<file path="src/rtl/alu_pkg.sv">
// rtl/alu_pkg.sv - shared operation encodings for the ALU logic group
//
// Purpose: single source for the opSel width and the eight bitwise
// operation codes, so the stage, the core decoder and any result mux
// upstream agree on the same values.
package alu_pkg;

  localparam int OP_W = 3;

  typedef enum logic [OP_W-1:0] {
    OP_NOT  = 3'd0,
    OP_AND  = 3'd1,
    OP_OR   = 3'd2,
    OP_XOR  = 3'd3,
    OP_NAND = 3'd4,
    OP_NOR  = 3'd5,
    OP_XNOR = 3'd6,
    OP_PASS = 3'd7
  } op_e;

endpackage : alu_pkg

</file>
<file path="src/rtl/alu_logic_core.sv">
// rtl/alu_logic_core.sv - combinational bitwise operation and status flags
//
// Purpose: evaluates one of eight bitwise operations on two WIDTH-bit
// operands and derives zero / all-ones / parity flags from the result.
// Ports:
//   a_i       in  WIDTH  effective operand A (already chain-selected)
//   b_i       in  WIDTH  operand B (unused by NOT and PASS)
//   op_sel_i  in  OP_W   operation select (alu_pkg::op_e encoding)
//   result_o  out WIDTH  operation result
//   zero_o    out 1      result == 0
//   ones_o    out 1      result == all ones
//   parity_o  out 1      XOR-reduction of result
module alu_logic_core
  import alu_pkg::*;
#(
  parameter int WIDTH = 8
) (
  input  logic [WIDTH-1:0] a_i,
  input  logic [WIDTH-1:0] b_i,
  input  logic [OP_W-1:0]  op_sel_i,
  output logic [WIDTH-1:0] result_o,
  output logic             zero_o,
  output logic             ones_o,
  output logic             parity_o
);

  always_comb begin
    result_o = a_i;
    case (op_e'(op_sel_i))
      OP_NOT:  result_o = ~a_i;
      OP_AND:  result_o = a_i & b_i;
      OP_OR:   result_o = a_i | b_i;
      OP_XOR:  result_o = a_i ^ b_i;
      OP_NAND: result_o = ~(a_i & b_i);
      OP_NOR:  result_o = ~(a_i | b_i);
      OP_XNOR: result_o = ~(a_i ^ b_i);
      OP_PASS: result_o = a_i;
      default: result_o = a_i;
    endcase
  end

  assign zero_o   = ~|result_o;
  assign ones_o   = &result_o;
  assign parity_o = ^result_o;

endmodule : alu_logic_core

</file>
<file path="src/rtl/alu_logic_stage.sv">
// rtl/alu_logic_stage.sv - registered bitwise ALU stage with handshake, chaining and counter
//
// Purpose: one-deep pipeline register around alu_logic_core. Accepts an
// operand beat on inValid && inReady, presents the registered result and
// flags with outValid until outReady, optionally substitutes the last
// accepted result for operand A, and counts completed output handshakes.
// Ports:
//   clk, reset         clock and synchronous active-high reset
//   inValid/inReady    input beat handshake (inReady is combinational)
//   inA, inB, opSel    operands and operation select
//   chain              1 = use the last accepted result as operand A
//   outValid/outReady  output beat handshake
//   result             registered operation result
//   zeroFlag, onesFlag, parityFlag  flags of the registered result
//   txnCount           completed output handshakes, wrapping
module alu_logic_stage
  import alu_pkg::*;
#(
  parameter int WIDTH   = 8,
  parameter int COUNT_W = 16
) (
  input  logic               clk,
  input  logic               reset,
  input  logic               inValid,
  output logic               inReady,
  input  logic [WIDTH-1:0]   inA,
  input  logic [WIDTH-1:0]   inB,
  input  logic [OP_W-1:0]    opSel,
  input  logic               chain,
  output logic               outValid,
  input  logic               outReady,
  output logic [WIDTH-1:0]   result,
  output logic               zeroFlag,
  output logic               onesFlag,
  output logic               parityFlag,
  output logic [COUNT_W-1:0] txnCount
);

  logic               out_valid_q, out_valid_d;
  logic [WIDTH-1:0]   result_q, result_d;
  logic               zero_q, zero_d;
  logic               ones_q, ones_d;
  logic               parity_q, parity_d;
  logic [WIDTH-1:0]   last_q, last_d;
  logic [COUNT_W-1:0] txn_q, txn_d;

  logic               accept;
  logic               complete;
  logic [WIDTH-1:0]   eff_a;
  logic [WIDTH-1:0]   core_result;
  logic               core_zero;
  logic               core_ones;
  logic               core_parity;

  // Ready depends only on the output register state, never on inValid,
  // so an upstream stage may wait for ready before raising valid.
  assign inReady  = !out_valid_q || outReady;
  assign accept   = inValid && inReady;
  assign complete = out_valid_q && outReady;

  // last_q tracks the newest accepted result, which may still be sitting
  // unconsumed in result_q; chaining therefore never waits on downstream.
  assign eff_a = chain ? last_q : inA;

  alu_logic_core #(
    .WIDTH (WIDTH)
  ) u_core (
    .a_i      (eff_a),
    .b_i      (inB),
    .op_sel_i (opSel),
    .result_o (core_result),
    .zero_o   (core_zero),
    .ones_o   (core_ones),
    .parity_o (core_parity)
  );

  always_comb begin
    out_valid_d = out_valid_q;
    result_d    = result_q;
    zero_d      = zero_q;
    ones_d      = ones_q;
    parity_d    = parity_q;
    last_d      = last_q;
    txn_d       = txn_q;

    if (accept) begin
      // Covers both EMPTY->FULL and FULL->FULL with a simultaneous complete.
      out_valid_d = 1'b1;
      result_d    = core_result;
      zero_d      = core_zero;
      ones_d      = core_ones;
      parity_d    = core_parity;
      last_d      = core_result;
    end else if (complete) begin
      // Result and flags keep their last value once drained.
      out_valid_d = 1'b0;
    end

    if (complete) begin
      txn_d = txn_q + COUNT_W'(1);
    end
  end

  always_ff @(posedge clk) begin
    if (reset) begin
      out_valid_q <= 1'b0;
      result_q    <= '0;
      zero_q      <= 1'b1;
      ones_q      <= 1'b0;
      parity_q    <= 1'b0;
      last_q      <= '0;
      txn_q       <= '0;
    end else begin
      out_valid_q <= out_valid_d;
      result_q    <= result_d;
      zero_q      <= zero_d;
      ones_q      <= ones_d;
      parity_q    <= parity_d;
      last_q      <= last_d;
      txn_q       <= txn_d;
    end
  end

  assign outValid   = out_valid_q;
  assign result     = result_q;
  assign zeroFlag   = zero_q;
  assign onesFlag   = ones_q;
  assign parityFlag = parity_q;
  assign txnCount   = txn_q;

endmodule : alu_logic_stage
</file>
<file path="config.mk">
export PLATFORM = sky130hd
export DESIGN_NAME = alu_logic_stage
export DESIGN_NICKNAME = d
export VERILOG_FILES = /design/src/rtl/alu_pkg.sv /design/src/rtl/alu_logic_core.sv /design/src/rtl/alu_logic_stage.sv
export SDC_FILE = /design/constraint.sdc
export NUM_CORES = 1
export LEC_CHECK = 0
export ABC_CLOCK_PERIOD_IN_PS = 9300
export BUFFER_PORTS_ARGS = -buffer_cell sky130_fd_sc_hd__buf_4
export CORE_UTILIZATION = 50
export CTS_BUF_LIST = sky130_fd_sc_hd__clkbuf_8 sky130_fd_sc_hd__clkbuf_16
export DETAILED_ROUTE_END_ITERATION = 6
export GPL_TIMING_DRIVEN = 1
export PLACE_DENSITY = 0.82
export SYNTH_ARGS = -nofsm -noshare
export SYNTH_HDL_FRONTEND = slang
export SYNTH_SLANG_ARGS = --single-unit
</file>
<file path="constraint.sdc">
create_clock -name clk -period 9.3 [get_ports clk]
set_input_delay 1.395 -clock clk [delete_from_list [all_inputs] [get_ports clk]]
set_output_delay 1.395 -clock clk [all_outputs]
set_load 0.005 [all_outputs]
</file>
==> results of run 1 <==
## placed cells by master, fill, tap and decap left out, drive strengths merged, types with 3 or more instances in the layout
cell	n
a211oi	8
a21oi	14
and2	4
and4	3
buf	52
clkbuf	3
dfxtp	28
ha	25
inv	26
mux2	4
mux2i	10
nand2	24
nand2b	3
nand3	10
nand3b	3
nand4	6
nor2	33
nor2b	6
nor3	3
o211ai	3
o21ai	6
o311ai	3
or2	4
xnor2	7
xor2	11
## cells in the mapped netlist (2+ instances only)
cell type / n / area share
dfxtp_1: 28 / 0.24
inv_1: 25 / 0.040
a22oi_1: 2 / 0.0064
o21a_1: 2 / 0.0064
nand3b_1: 3 / 0.0095
and3b_1: 2 / 0.0074
a21oi_1: 14 / 0.030
nor3_1: 3 / 0.0064
and3_1: 2 / 0.0053
buf_2: 5 / 0.011
mux2_2: 4 / 0.019
buf_6: 2 / 0.0095
nor4_1: 2 / 0.0053
o21ai_0: 6 / 0.013
o221ai_1: 2 / 0.0074
or2_2: 3 / 0.0080
nor3b_1: 2 / 0.0064
xnor2_1: 7 / 0.026
nand2b_1: 3 / 0.0080
nand2_1: 23 / 0.037
ha_1: 25 / 0.13
buf_4: 4 / 0.013
o32a_1: 2 / 0.0085
clkbuf_1: 4 / 0.0064
o311ai_0: 2 / 0.0074
o211ai_1: 3 / 0.0095
a211oi_1: 7 / 0.022
mux2i_1: 8 / 0.034
xor2_1: 11 / 0.041
mux4_2: 2 / 0.019
nor2_1: 33 / 0.052
nand3_1: 10 / 0.021
nand4_1: 6 / 0.016
o41ai_1: 2 / 0.0074
nor2b_1: 6 / 0.016
and2_1: 4 / 0.011
and4_1: 3 / 0.011
a211o_1: 2 / 0.0074
## metal layers
| layer | part of all wire | up-vias | wire [um] |
|---|---|---|---|
| met3 | 0.042 | 0 | 222 |
| met1 | 0.46 | 1021 | 2431 |
| met4 | 0 | 0 | 0 |
| li1 | - | 1092 | - |
| met5 | 0 | - | 0 |
| met2 | 0.50 | 37 | 2618 |
## path summary, 6_finish.rpt
kind	startpoint	end	slack [ps]	cells past startpoint
worst max register to register	last_q[2]	parityFlag	6540	10
worst max-delay path	chain	parityFlag	5470	11
worst min-delay path	zeroFlag	zeroFlag	470	1
worst min register to register	zeroFlag	zeroFlag	470	1
## kinds of logic (layout without fill, tap and decap cells)
family                   after synthesis  count (layout)
AO/OA/AOI/OAI                         52              52
AND/OR/NAND/NOR                      108             108
buffers and inverters                 42              82
adder cells (fa/ha/maj)               25              25
XOR/XNOR                              18              18
flip-flops                            28              28
multiplexers                          16              16
## state kept, by name, indices dropped and copies added, names as in the netlist
name / count
last_q: 8
parityFlag: 1
txnCount: 16
zeroFlag: 1
onesFlag: 1
outValid: 1
## layout make-up
class | count | area, sq um
Fill cell | 403 | 1680
Tap cell | 52 | 65.06
Timing Repair Buffer | 52 | 390.4
Clock buffer | 3 | 41.29
Inverter | 27 | 101.3
Multi-Input combinational cell | 219 | 1605
Sequential cell | 28 | 560.5
## power by group through the flow
stage	Combinational, mW	Clock (mW)	Sequential, mW
5_1_grt	0.123	0.0721	0.131
6_report	0.111	0.0633	0.130
3_5_place_dp	0.110	0	0.133
2_1_floorplan	0.0792	0	0.132
4_1_cts	0.111	0.0660	0.130
3_3_place_gp	0.105	0	0.133
## stage by stage
| stage | std cells | util | cell area, sq um | setup WS, ps |
|---|---|---|---|---|
| finish | 381 | 0.6219 | 2764 | 5466 |
| global route | 381 | 0.6219 | 2764 | 5332 |
| CTS | 381 | 0.6219 | 2764 | 5461 |
| detailed placement | 378 | 0.6126 | 2723 | 5179 |
| global placement | 378 | 0.6126 | 2723 | 5298 |
| floorplan | 289 | - | 2360 | 5429 |
## critical path: stages
cell	delay, ps
buf_4	180
mux2_2	400
ha_1	200
or2b_1	220
mux4_2	460
a32oi_2	290
inv_1	80
ha_1	300
xnor2_1	190
xnor2_1	110
a211oi_1	220
==> reports/results.ini, run 1 <==
[outcome]
outcome=finished with violations
failed_checks=DRC

[worst_setup_path]
element_type_at_the_critical_path_end=flop
criticalPathCategory=primary input to flop
crit_required_ps=9490
worst_ep_arrival_time_ps=4030
cp-start-kind=primary input
crit_path_max_fanout=8

[clock_network]
clock_latency_late_sink_ps=270
clk_root_buffer_cell=clkbuf_8
number_of_gates_resized_after_cts=0
cts_buffer_count=3
cts.htree.levels=1
cts_hold_repair.buffers=0
worst_setup_hold_path_clk_slew_ps=90
tritoncts=done
cts.repair_timing.setup_buffer_count=0
cts.sinks=28
cts-root-to-sink-buffers=2

[timing]
setup_violations=0
slew_of_the_pin_with_the_lowest_slew_margin_ps=734.5
timing.final.hold_violations=0
timing.final.max_slew_violations=0
hold_slack_ps=467.5
fmax_ghz=0.2608
tns_ps=0
fin_crit_ps=3834
relSlewSlack=0.5058
min_period_over_period=0.4122
grt_setup_unrepaired=false
worst_clock_skew_ps=5.267

[floorplan]
std_cell_rows=24
num_io_pins=53
die_x_um=70.70
initial_util=0.5310
die_area_sq_mm=0.004998
core-area_sq_mm=0.004444
die_h_um=70.70

[route]
routed_via_density=5.643
number_of_drc_markers_after_the_initial_detailed_route_iteration=117
number_of_antenna_violating_nets_in_the_routed_design=0
via_count=2150
drt-pass1-iter-count=6
wire_per_inst_um=13.84
total_detailed_routing_wirelength_um=5272
number_of_remaining_drc_errors=6

[global_routing]
grt_util_met1=0.2842
grt_max_degree=39
grt_usage=0.2139
grt_overflow_total=0
use_met3=0.04416
grt_pass1_wl_um=8825
globalRoute.busiestLayer=met2
grt_pass1_vias=1957
grt.met2_usage=0.3707
number_of_antenna_violations_at_the_first_check_in_global_routing=0

[yosys]
main_combinational_cell_family_by_area_after_synthesis=simple AND/OR/NAND/NOR gates
synth_area_per_cell_sq_um=8.165
ys_types=53
postSynth.asyncResetShare=0
post_synth_mux_area_share=0.08749
ys_seq_area_frac=0.2375
synth_simple_gate_area_frac=0.2285
post_synthesis_share_of_cell_area_spent_on_full_adders_half_adders_and_majority_gates=0.1326
post_synth_inst_count=289
syn_area_sq_mm=0.002360
register_bit_total_from_synthesis=28
synth_compound_area_frac=0.1649
synth-edff-count=0
most_instantiated_flip_flop_cell_in_the_synthesis_netlist=dfxtp_1
synth.net_count=338
synthXorXnorAreaFrac=0.06681
yosysWarnings=0

[pwr]
powerDensity_mw_per_mm2=109.9
worst_ir_drop_vdd_mv=0.07054
share_seq_of_total_power=0.427
power.net_switching_mw=0.09599
design_power_total_mw=0.3038
clock_power_share=0.208
p_comb_frac=0.364
p_sw_frac=0.3160
power_report.internal_total_mw=0.2078
power.static_leakage_nw=1.268

[final_layout]
insertedDiodeCount=0
nNetsFinal=380
post_route_cells_drive_above_1_share=0.2158
synthToLayoutAreaGrowth_pct=17.13

[placement]
buffer_ports.inserted=52
detailedPlacementHpwl_um=3978
place_congestion=0.8436

[worst_hold_path]
hold_class=flop to flop

[job]
maxCapViolations=0

No activity file was read; power rests on OpenSTA's default activity.
==> run 2: changes to the inputs <==
ABC_AREA = 1   (was not set)
ABC_CLOCK_PERIOD_IN_PS = 3850   (was 9300)
PLACE_DENSITY = 0.81   (was 0.82)
clock period = 3.85 ns   (was 9.3 ns; I/O delays follow)
==> run 2 against run 1 <==
  * Power rose by 150%
  * Global-route usage rose by 3.2 points
  * First-iteration DRC count rose by 64%
  * Largest power group unchanged
  * Setup slack got worse by 4200 ps
  * Sequential power rose by 140%
  * Largest cell class unchanged
  * Clock power rose to 2.9 times the previous value
  * Register-to-register slack got worse by 5100 ps
  * The flow now finishes without violations
  * Non-clock buffer count did not move
  * Combinational power rose by 120%
==> reports/results.ini, run 2 <==
[timing]
fmax_ghz=0.3947
tns_ps=0  ; unchanged
timing.final.max_slew_violations=0  ; unchanged
worst_clock_skew_ps=3.302  ; was 5.267 ps
min_period_over_period=0.6581
timing.final.hold_violations=0  ; unchanged
slew_of_the_pin_with_the_lowest_slew_margin_ps=518.4  ; was 734.5 ps
grt_setup_unrepaired=false  ; unchanged
setup_violations=0  ; unchanged
worst_slack_ps=1316  ; was 5466 ps
relSlewSlack=0.6541  ; was 0.5058
fin_crit_ps=2534

[placement]
placed_cells=518  ; was 378
place_congestion=0.9027  ; was 0.8436
preCtsSetupSlack_ps=1027  ; was 5179 ps
buffer_ports.inserted=52  ; unchanged
detailedPlacementHpwl_um=4762  ; was 3978 um

[worst_setup_path]
element_type_at_the_critical_path_end=flop  ; unchanged
crit_required_ps=4020  ; was 9490 ps
ff2ff_setup_slack_ps=1490  ; was 6540 ps
crit-reg2reg-launch=last_q[1]  ; was last_q[2]
worst_r2r_path_depth=15  ; was 10
worst_path_max_delay_cell=ha_1  ; was mux4_2
cp_cell_sequence=buf_4 -> inv_2 -> nand2_1 -> nand2_1 -> inv_1 -> ha_1 -> nand3b_1 -> nand2_1 -> nor2_1 -> nand2_1 -> nand2_2 -> inv_1 -> ha_1 -> xor2_1 -> xnor2_1 -> o21ai_0 -> inv_1  ; was buf_4 -> mux2_2 -> ha_1 -> or2b_1 -> mux4_2 -> a32oi_2 -> inv_1 -> ha_1 -> xnor2_1 -> xnor2_1 -> a211oi_1
criticalPathCategory=primary input to flop  ; unchanged
cp-start-kind=primary input  ; unchanged
reg_to_reg_critical_path_endpoint=parityFlag  ; unchanged
crit_path_max_fanout=9  ; was 8
slowest_delay_ps=290  ; was 460 ps
worst_ep_arrival_time_ps=2710  ; was 4030 ps
critPathMostFrequentCell=nand2_1

[yosys]
postSynth.asyncResetShare=0  ; unchanged
synth-edff-count=0  ; unchanged
post_synth_main_area_contributors=dfxtp_1 (22%), nand2_1 (20%), ha_1 (13%), inv_1 (8.3%), nor2_1 (6.6%)  ; was dfxtp_1 (24%), ha_1 (13%), nor2_1 (5.2%), xor2_1 (4.1%), inv_1 (4.0%)
yosysWarnings=0  ; unchanged
register_bit_total_from_synthesis=28  ; unchanged
netlist.top_cell.by_area=dfxtp_1  ; unchanged
post-synth-top-area-fraction=0.2241  ; was 0.2375
synth_commonest_cells=nand2_1 (133), inv_1 (55), nor2_1 (44)  ; was nor2_1 (33), dfxtp_1 (28), ha_1 (25), inv_1 (25), nand2_1 (23)
syn_area_sq_mm=0.002501  ; was 0.002360 sq mm
synthMostInstantiatedCell=nand2_1  ; was nor2_1
ys_types=28  ; was 53
synth_area_per_cell_sq_um=6.086  ; was 8.165 sq um
synth.net_count=460  ; was 338
post_synth_inst_count=411  ; was 289
most_instantiated_flip_flop_cell_in_the_synthesis_netlist=dfxtp_1  ; unchanged
ys_seq_area_frac=0.2241  ; was 0.2375

[route]
drt-pass1-iter-count=4  ; was 6
number_of_remaining_drc_errors=0  ; was 6
via_count=2660  ; was 2,150
number_of_drc_markers_after_the_initial_detailed_route_iteration=192  ; was 117
wire_per_inst_um=11.85  ; was 13.84 um
routed_via_density=5.096  ; was 5.643
number_of_antenna_violating_nets_in_the_routed_design=0  ; unchanged
total_detailed_routing_wirelength_um=6187  ; was 5272 um

[floorplan]
initial_util=0.5261  ; was 0.5310
core-area_sq_mm=0.004755  ; was 0.004444 sq mm
die_x_um=72.73  ; was 70.70 um
die_area_sq_mm=0.005289  ; was 0.004998 sq mm
num_io_pins=53  ; unchanged
std_cell_rows=25  ; was 24
die_h_um=72.73  ; was 70.70 um

[global_routing]
grt_overflow_total=0  ; unchanged
number_of_antenna_violations_at_the_first_check_in_global_routing=0  ; unchanged
grt_max_degree=28  ; was 39
grt_pass1_vias=2354  ; was 1,957
grt_usage=0.2457  ; was 0.2139
grt_pass1_wl_um=10420  ; was 8825 um

[final_layout]
layout_common_cells=nand2_1 (133), inv_1 (55), buf_4 (52), nor2_1 (44), dfxtp_1 (28)  ; was buf_4 (52), nor2_1 (33), dfxtp_1 (28), inv_1 (25), ha_1 (25)
final-instance-count-excl-fill=522  ; was 381
mostFrequentLayoutCell=nand2_1  ; was buf_4
fillCellCount=481  ; was 403
post_route_cells_drive_above_1_share=0.1758  ; was 0.2158
synthToLayoutAreaGrowth_pct=18.51  ; was 17.13%
largest_register_ffs=16  ; unchanged
insertedDiodeCount=0  ; unchanged
nNetsFinal=505  ; was 380

[clock_network]
cts_buffer_count=3  ; unchanged
cts.sinks=28  ; unchanged
number_of_gates_resized_after_cts=0  ; unchanged
clk_root_buffer_cell=clkbuf_8  ; unchanged
worst_setup_hold_path_clk_slew_ps=90  ; about the same
cts.repair_timing.setup_buffer_count=0  ; unchanged
tritoncts=done  ; unchanged
cts.htree.levels=1  ; unchanged
cts_hold_repair.buffers=0  ; unchanged
cts-root-to-sink-buffers=2  ; unchanged
clock_latency_late_sink_ps=270  ; about the same

[outcome]
outcome=completed  ; was finished with violations

[worst_hold_path]
hold_path_startpoint=zeroFlag  ; unchanged
worst_hold_path.endpoint=zeroFlag  ; unchanged
hold_class=flop to flop  ; unchanged
holdPathStages=2  ; was 1

[job]
maxCapViolations=0  ; unchanged

[pwr]
design_power_total_mw=0.7471  ; was 0.3038 mW
powerDensity_mw_per_mm2=252.1  ; was 109.9 mW/mm^2
power.static_leakage_nw=1.535  ; was 1.268 nW
worst_ir_drop_vdd_mv=0.1709  ; was 0.07054 mV

[run 2: routing by layer]
| metal | global-route usage | share of wire | up-vias |
|---|---|---|---|
| li1 | - | - | 1377 |
| met5 | 0 | 0 | - |
| met4 | 0.04139 | 0.0023 | 0 |
| met1 | 0.3316 | 0.46 | 1198 |
| met3 | 0.03177 | 0.052 | 2 |
| met2 | 0.4237 | 0.48 | 83 |
[run 2: final cells by class]
class | instances | area, sq um | share of cell area
flip-flops and latches | 28 | 560.5 | 0.1891
repair buffers | 52 | 390.4 | 0.1317
multi-input cells | 308 | 1638 | 0.5526
inverters | 63 | 236.5 | 0.07978
clock buffers | 4 | 55.05 | 0.01857
well taps | 67 | 83.83 | 0.02828
[run 2: through the flow]
| step | util | hold WS (ps) | instance area (sq um) |
|---|---|---|---|
| after floorplan | - | 467.2 | 2501 |
| after global placement | 0.6118 | 465.3 | 2909 |
| after detailed placement | 0.6118 | 477.9 | 2909 |
| after CTS | 0.6234 | 500.6 | 2964 |
| after global routing | 0.6234 | 544.5 | 2964 |
| final | 0.6234 | 489.1 | 2964 |
[run 2: critical path: cells and delay by family]
family,cells,cell delay (ps)
compound gates,1,160
xor+xnor,2,290
fa+ha+maj,2,560
buf+inv,5,430
simple gates,7,670
[run 2: cells by family (layout without fill, tap and decap cells)]
logic type / count (synthesis) / count (layout) / share of synthesized area
DFF: 28 / 28 / 0.2241
and+or+nand+nor: 236 / 236 / 0.4237
adders and majority gates: 25 / 25 / 0.1251
xor gates and xnor gates: 3 / 3 / 0.01051
AOI/OAI and AO/OA: 44 / 44 / 0.09555
buffers and inverters: 75 / 119 / 0.1211
[run 2: how the worst max path moves through the flow]
stage | from | to | slack (ps)
floorplan | chain | parityFlag | 1320
global placement | chain | parityFlag | 1070
detailed placement | chain | parityFlag | 1030
CTS | chain | parityFlag | 1330
global route | chain | parityFlag | 1170
finish | chain | parityFlag | 1320
[run 2: where the power goes]
group	switching, mW	internal (mW)	leakage (nW)
logic	0.142	0.106	1.28
registers	0.0127	0.304	0.229
clock network	0.0910	0.0916	0.0288
total	0.246	0.501	1.54
